==> config.mk <==
export PLATFORM = sky130hd
export DESIGN_NAME = harvard_seq_ctrl
export DESIGN_NICKNAME = d
export VERILOG_FILES = /design/src/rtl/harvard_seq_ctrl.sv
export SDC_FILE = /design/constraint.sdc
export NUM_CORES = 1
export LEC_CHECK = 0
export CORE_MARGIN = 3
export CORE_UTILIZATION = 30
export CTS_CLUSTER_SIZE = 30
export DETAILED_ROUTE_END_ITERATION = 12
export GPL_TIMING_DRIVEN = 0
export PLACE_DENSITY_LB_ADDON = 0.08
export SYNTH_ARGS = -nofsm -noshare
export SYNTH_HDL_FRONTEND = slang
export SYNTH_SLANG_ARGS = --single-unit
==> constraint.sdc <==
create_clock -name clk -period 1.85 [get_ports clk]
set_clock_uncertainty 0.05 [all_clocks]
set_input_delay 0.37 -clock clk [delete_from_list [all_inputs] [get_ports clk]]
set_output_delay 0.37 -clock clk [all_outputs]
set_load 0.005 [all_outputs]
==> src/rtl/harvard_seq_ctrl.sv <==
`timescale 1ns/1ps
`default_nettype none
// ============================================================================
// Module   : harvard_seq_ctrl
// Purpose  : Multi-cycle sequencer for the Harvard datapath (PC, IR, ALU
//            handshake, register-file write strobe, jumps/branches, halt).
// Revision : 1.0  initial release
// ============================================================================
module harvard_seq_ctrl #(
  parameter int PC_W        = 6,
  parameter int ALU_TIMEOUT = 15,
  parameter int CNT_W       = 16
) (
  input  logic             clk,
  input  logic             reset,
  input  logic             start,
  input  logic [31:0]      instr_in,
  input  logic             alu_done,
  input  logic             alu_zero,
  output logic [PC_W-1:0]  pc,
  output logic [31:0]      ir,
  output logic             alu_start,
  output logic [5:0]       alu_op,
  output logic             rf_we,
  output logic             fetch_en,
  output logic [2:0]       state,
  output logic             halted,
  output logic             err,
  output logic [CNT_W-1:0] retired
);

  localparam int TMO_W = $clog2(ALU_TIMEOUT + 1);

  localparam logic [5:0] OP_JMP  = 6'h10;
  localparam logic [5:0] OP_BEQZ = 6'h11;
  localparam logic [5:0] OP_HALT = 6'h3F;

  localparam logic [TMO_W-1:0] TMO_LAST = TMO_W'(ALU_TIMEOUT - 1);

  typedef enum logic [2:0] {
    S_IDLE   = 3'd0,
    S_FETCH  = 3'd1,
    S_DECODE = 3'd2,
    S_EXEC   = 3'd3,
    S_WB     = 3'd4,
    S_HALT   = 3'd5
  } state_t;

  state_t           state_q, state_d;
  logic [PC_W-1:0]  pc_q, pc_d;
  logic [31:0]      ir_q, ir_d;
  logic [TMO_W-1:0] tmo_q, tmo_d;
  logic             err_q, err_d;
  logic [CNT_W-1:0] ret_q, ret_d;

  logic [5:0]       w_op;
  logic [PC_W-1:0]  w_target;
  logic [PC_W-1:0]  w_pc_inc;
  logic [CNT_W-1:0] w_ret_inc;
  logic             w_is_alu;

  assign w_op      = ir_q[31:26];
  assign w_target  = ir_q[PC_W-1:0];
  assign w_pc_inc  = pc_q + PC_W'(1);
  assign w_ret_inc = (&ret_q) ? ret_q : ret_q + CNT_W'(1);
  assign w_is_alu  = (w_op[5:4] == 2'b00) && (w_op != 6'h00);

  always_ff @(posedge clk) begin
    if (reset) begin
      state_q <= S_IDLE;
      pc_q    <= '0;
      ir_q    <= '0;
      tmo_q   <= '0;
      err_q   <= 1'b0;
      ret_q   <= '0;
    end else begin
      state_q <= state_d;
      pc_q    <= pc_d;
      ir_q    <= ir_d;
      tmo_q   <= tmo_d;
      err_q   <= err_d;
      ret_q   <= ret_d;
    end
  end

  always_comb begin
    state_d = state_q;
    pc_d    = pc_q;
    ir_d    = ir_q;
    tmo_d   = tmo_q;
    err_d   = err_q;
    ret_d   = ret_q;
    case (state_q)
      S_IDLE: begin
        if (start) state_d = S_FETCH;
      end
      S_FETCH: begin
        ir_d    = instr_in;
        state_d = S_DECODE;
      end
      S_DECODE: begin
        if (w_is_alu || (w_op == OP_BEQZ)) begin
          tmo_d   = '0;
          state_d = S_EXEC;
        end else if (w_op == OP_JMP) begin
          pc_d    = w_target;
          ret_d   = w_ret_inc;
          state_d = S_FETCH;
        end else if (w_op == OP_HALT) begin
          state_d = S_HALT;
        end else begin
          pc_d    = w_pc_inc;
          ret_d   = w_ret_inc;
          state_d = S_FETCH;
        end
      end
      S_EXEC: begin
        // A completion arriving in the final allowed cycle still wins over timeout.
        if (alu_done) begin
          if (w_op == OP_BEQZ) begin
            pc_d    = alu_zero ? w_target : w_pc_inc;
            ret_d   = w_ret_inc;
            state_d = S_FETCH;
          end else begin
            state_d = S_WB;
          end
        end else if (tmo_q == TMO_LAST) begin
          err_d   = 1'b1;
          state_d = S_HALT;
        end else begin
          tmo_d = tmo_q + TMO_W'(1);
        end
      end
      S_WB: begin
        pc_d    = w_pc_inc;
        ret_d   = w_ret_inc;
        state_d = S_FETCH;
      end
      S_HALT: begin
        state_d = S_HALT;
      end
      default: begin
        state_d = S_IDLE;
      end
    endcase
  end

  // Strobes decode from registered state only; instr_in never reaches an output.
  assign pc        = pc_q;
  assign ir        = ir_q;
  assign alu_op    = ir_q[31:26];
  assign alu_start = (state_q == S_EXEC) && (tmo_q == '0);
  assign rf_we     = (state_q == S_WB);
  assign fetch_en  = (state_q == S_FETCH);
  assign state     = state_q;
  assign halted    = (state_q == S_HALT);
  assign err       = err_q;
  assign retired   = ret_q;

endmodule
`default_nettype wire

==> impl_results.md <==
- Status: complete, but fails checks
- Failing checks: setup timing
- Unrepaired setup endpoints after global routing: true
- 1st-pass router iterations: 4
- Fraction of registers with async set/reset: 0%
- Synth top area share: 42.5%
- Flops & latches, synth: 62
- Drt initial violations: 95
- Setup_tns: -2.35 ns
- GP Congestion: 0.830
- Synthesized cell area: 2920 sq um
- Last element of the critical path: retired[5]
- Slowest CP cell: dfxtp_4
- Syn Inst Count: 362
- Die Area: 11,000 sq um
- R2R Path End: retired[5]
- Final worst setup slack: -0.154 ns
- FF+latch area: 1280 sq um
- Critical path's largest stage delay: 0.37 ns
- Footprint of the multi-input gates: 1700 sq um
- Share of cells above drive strength 1: 23.8%
- Worst Reg-to-Reg Cells: 6
- Total congestion overflow: 0
- Largest net degree at the start of global routing: 13
- Synth cell types: 57
- CP cell instances: nor4_4 > a211oi_4 > o31a_1 > buf_6 > nor4_4 > mux2_4
- Reg-to-reg slack, setup: -0.15 ns
- Total wire length: 9.22 mm
- Clk slew on worst S/H paths: 0.08 ns
- CP startpoint: ir[27]
- Top cells by area, synth: dfxtp_1 (42%), nand2_1 (10%), a21oi_1 (9.4%), o21ai_0 (2.7%), or3_1 (2.4%)
- Setup CP Type: reg -> reg
- Cell mode on critical path: nor4_4
- Tot Pwr: 3.33 mW
- Max_slew headroom: 61.2%
- Via density: 4.78
- CTS Root Cell: clkbuf_8
- Data required, critical path: 2.03 ns
- Final hold vios: 0
- Final core occ: 52.7%
- All-Layer GR Usage: 16.6%
- Die Wd: 105 um
- Worst Max-Slew Pin Slew: 0.582 ns
- Vias after detailed routing: 3,100
- Io pins: 105
- Worst Setup End Kind: register
- Total clock buffers created by CTS: 9
- CP Max Fanout: 8
- Final Max Tran Viols: 0
- Static Leak: 1.76 nW
- Routed wire per std cell: 14.2 um
- # DRC: 0
- Maximum vdd drop: 0.495 mV
- Antenna viol nets, final: 0
- Fillcell total: 948
- Initial antenna violation count: 0
- Vias in the first global route: 2,898
- Chip height: 105 um
- Hpwl dp: 6.29 mm
- First-pass GRT wire length: 14.8 mm
- Fmax: 499 MHz
- I/O Buffers: 103
- Area grow syn2layout: 68.9%
- Clock Path Buffers: 2
- Post-synth EDFFs: 0
- Initial Util: 31.2%
- Levels on crit path: 6
- Hold_ws: 0.406 ns
- N_diodes: 0
- CP arrival: 2.18 ns
- MaxCap Viol Count: 0
- Crit path launch type: register
- Post-Place Worst Slack: -0.811 ns
- CP Buf/Inv Count: 1
- Worst Hold Class: reg -> reg
- Register area share after synthesis: 42.5%
- Delay-heaviest family, CP: simple AND/OR/NAND/NOR gates
- Fin crit share: 108%
- Synth area leader: dfxtp_1
- Pwr dens: 675 nW/um^2
- Top FF cell, synth: dfxtp_1
- Mean Syn Cell Area: 8.07 sq um
- CTS tree: yes
- TritonCTS Sinks: 62
- H-tree Lvls: 3
- Setup violations, final: 22
- Reg2Reg Launch Point: ir[27]
- Final nets: 557
- Yosys Warn Count: 0
- Final Critical Period: 2.00 ns
- Clock latency on the worst-skew pair: 0.34 ns
- Cell row count: 35
- Core area: 9370 sq um
- Syn_nets: 404
## registers in the layout, indices dropped and copies added (netlist names)
signal / flops
ir: 32
err: 1
state: 3
pc: 6
tmo_q: 4
retired: 16
## cell families after synthesis
family | count (synthesis) | share of synthesized area, %
flip-flops | 62 | 42.5
AO/OA/AOI/OAI | 100 | 20.3
buffers and inverters | 36 | 6.51
adder cells (fa/ha/maj) | 5 | 2.14
AND/OR/NAND/NOR | 153 | 26.5
multiplexers | 4 | 1.50
XOR/XNOR | 2 | 0.600
## metrics by stage
step	instances	area (sq um)
6_report	649	4930
5_1_grt	649	4930
4_1_cts	626	4640
3_5_place_dp	594	4170
3_3_place_gp	594	4170
2_1_floorplan	362	2980
## metal layers
metal	part of all wire (%)	global-route usage [%]	wire [um]	up-vias
li1	-	-	-	1583
met1	46	21.6	4210	1429
met2	46	25.9	4250	82
met3	7.5	7.23	694	6
met4	0.73	3.09	67	0
met5	0	0	0	-
## area by class of cell
| cell class | instances | share of cell area (%) |
|---|---|---|
| repair buffers | 144 | 27.4 |
| well taps | 129 | 3.27 |
| clock inverters | 6 | 1.39 |
| multi-input cells | 264 | 34.5 |
| inverters | 8 | 0.710 |
| plain buffers | 26 | 3.93 |
| clock buffers | 10 | 2.79 |
| flip-flops and latches | 62 | 26.0 |
## power by group
group / leakage, nW / internal, mW / switching [mW] / total [mW]
Combinational: 1.14 / 0.378 / 0.272 / 0.650
Clock: 0.0994 / 0.666 / 0.575 / 1.24
Sequential: 0.512 / 1.38 / 0.0557 / 1.44
Total: 1.76 / 2.43 / 0.903 / 3.33
## cells in the final DEF (no fill, tap or decap), types with 11 or more instances in the layout
cell type,instances
clkbuf_1,12
nor2_1,12
a21oi_1,52
o21ai_0,14
dfxtp_1,49
dfxtp_4,11
clkdlybuf4s50_1,96
buf_4,47
nand2_1,77
## what timing repair did
item                       4_1_cts  5_1_grt
hold endpoints to repair         0        0
gates cloned                     0        1
hold buffers                     0        0
pin swaps                       15       15
setup endpoints to repair       64       32
resized for setup               54       33
buffers inserted                18       22
## how the worst min path moves through the flow
stage          startpoint  endpoint  slack [ns]  cells past startpoint
6_report            ir[7]     ir[7]        0.41                      2
5_1_grt             ir[9]     ir[9]        0.42                      2
4_1_cts             ir[7]     ir[7]        0.41                      2
3_5_place_dp       ir[13]    ir[13]        0.40                      2
3_3_place_gp       ir[10]    ir[10]        0.39                      2
2_1_floorplan      ir[10]    ir[10]        0.40                      2
## worst reg2reg max path, delay by kind of cell, from the launching register on
family                 cells  cell delay, ns
AND/OR/NAND/NOR            2            0.63
flip-flops                 1            0.37
AO/OA/AOI/OAI              2            0.37
multiplexers               1            0.32
buffers and inverters      1            0.16
## Yosys cell counts, drive strengths merged, types with 3 or more instances
cell / instances
nand2: 79
dfxtp: 62
a21oi: 55
o21ai: 20
clkbuf: 15
nor2: 14
buf: 13
or3: 11
inv: 8
nor2b: 7
nor3: 6
ha: 5
nand3: 5
a211oi: 4
and3: 4
nand4: 4
nor3b: 4
or4: 4
mux2: 3
nor4: 3
o31ai: 3
(Power assumes the default switching activity.)
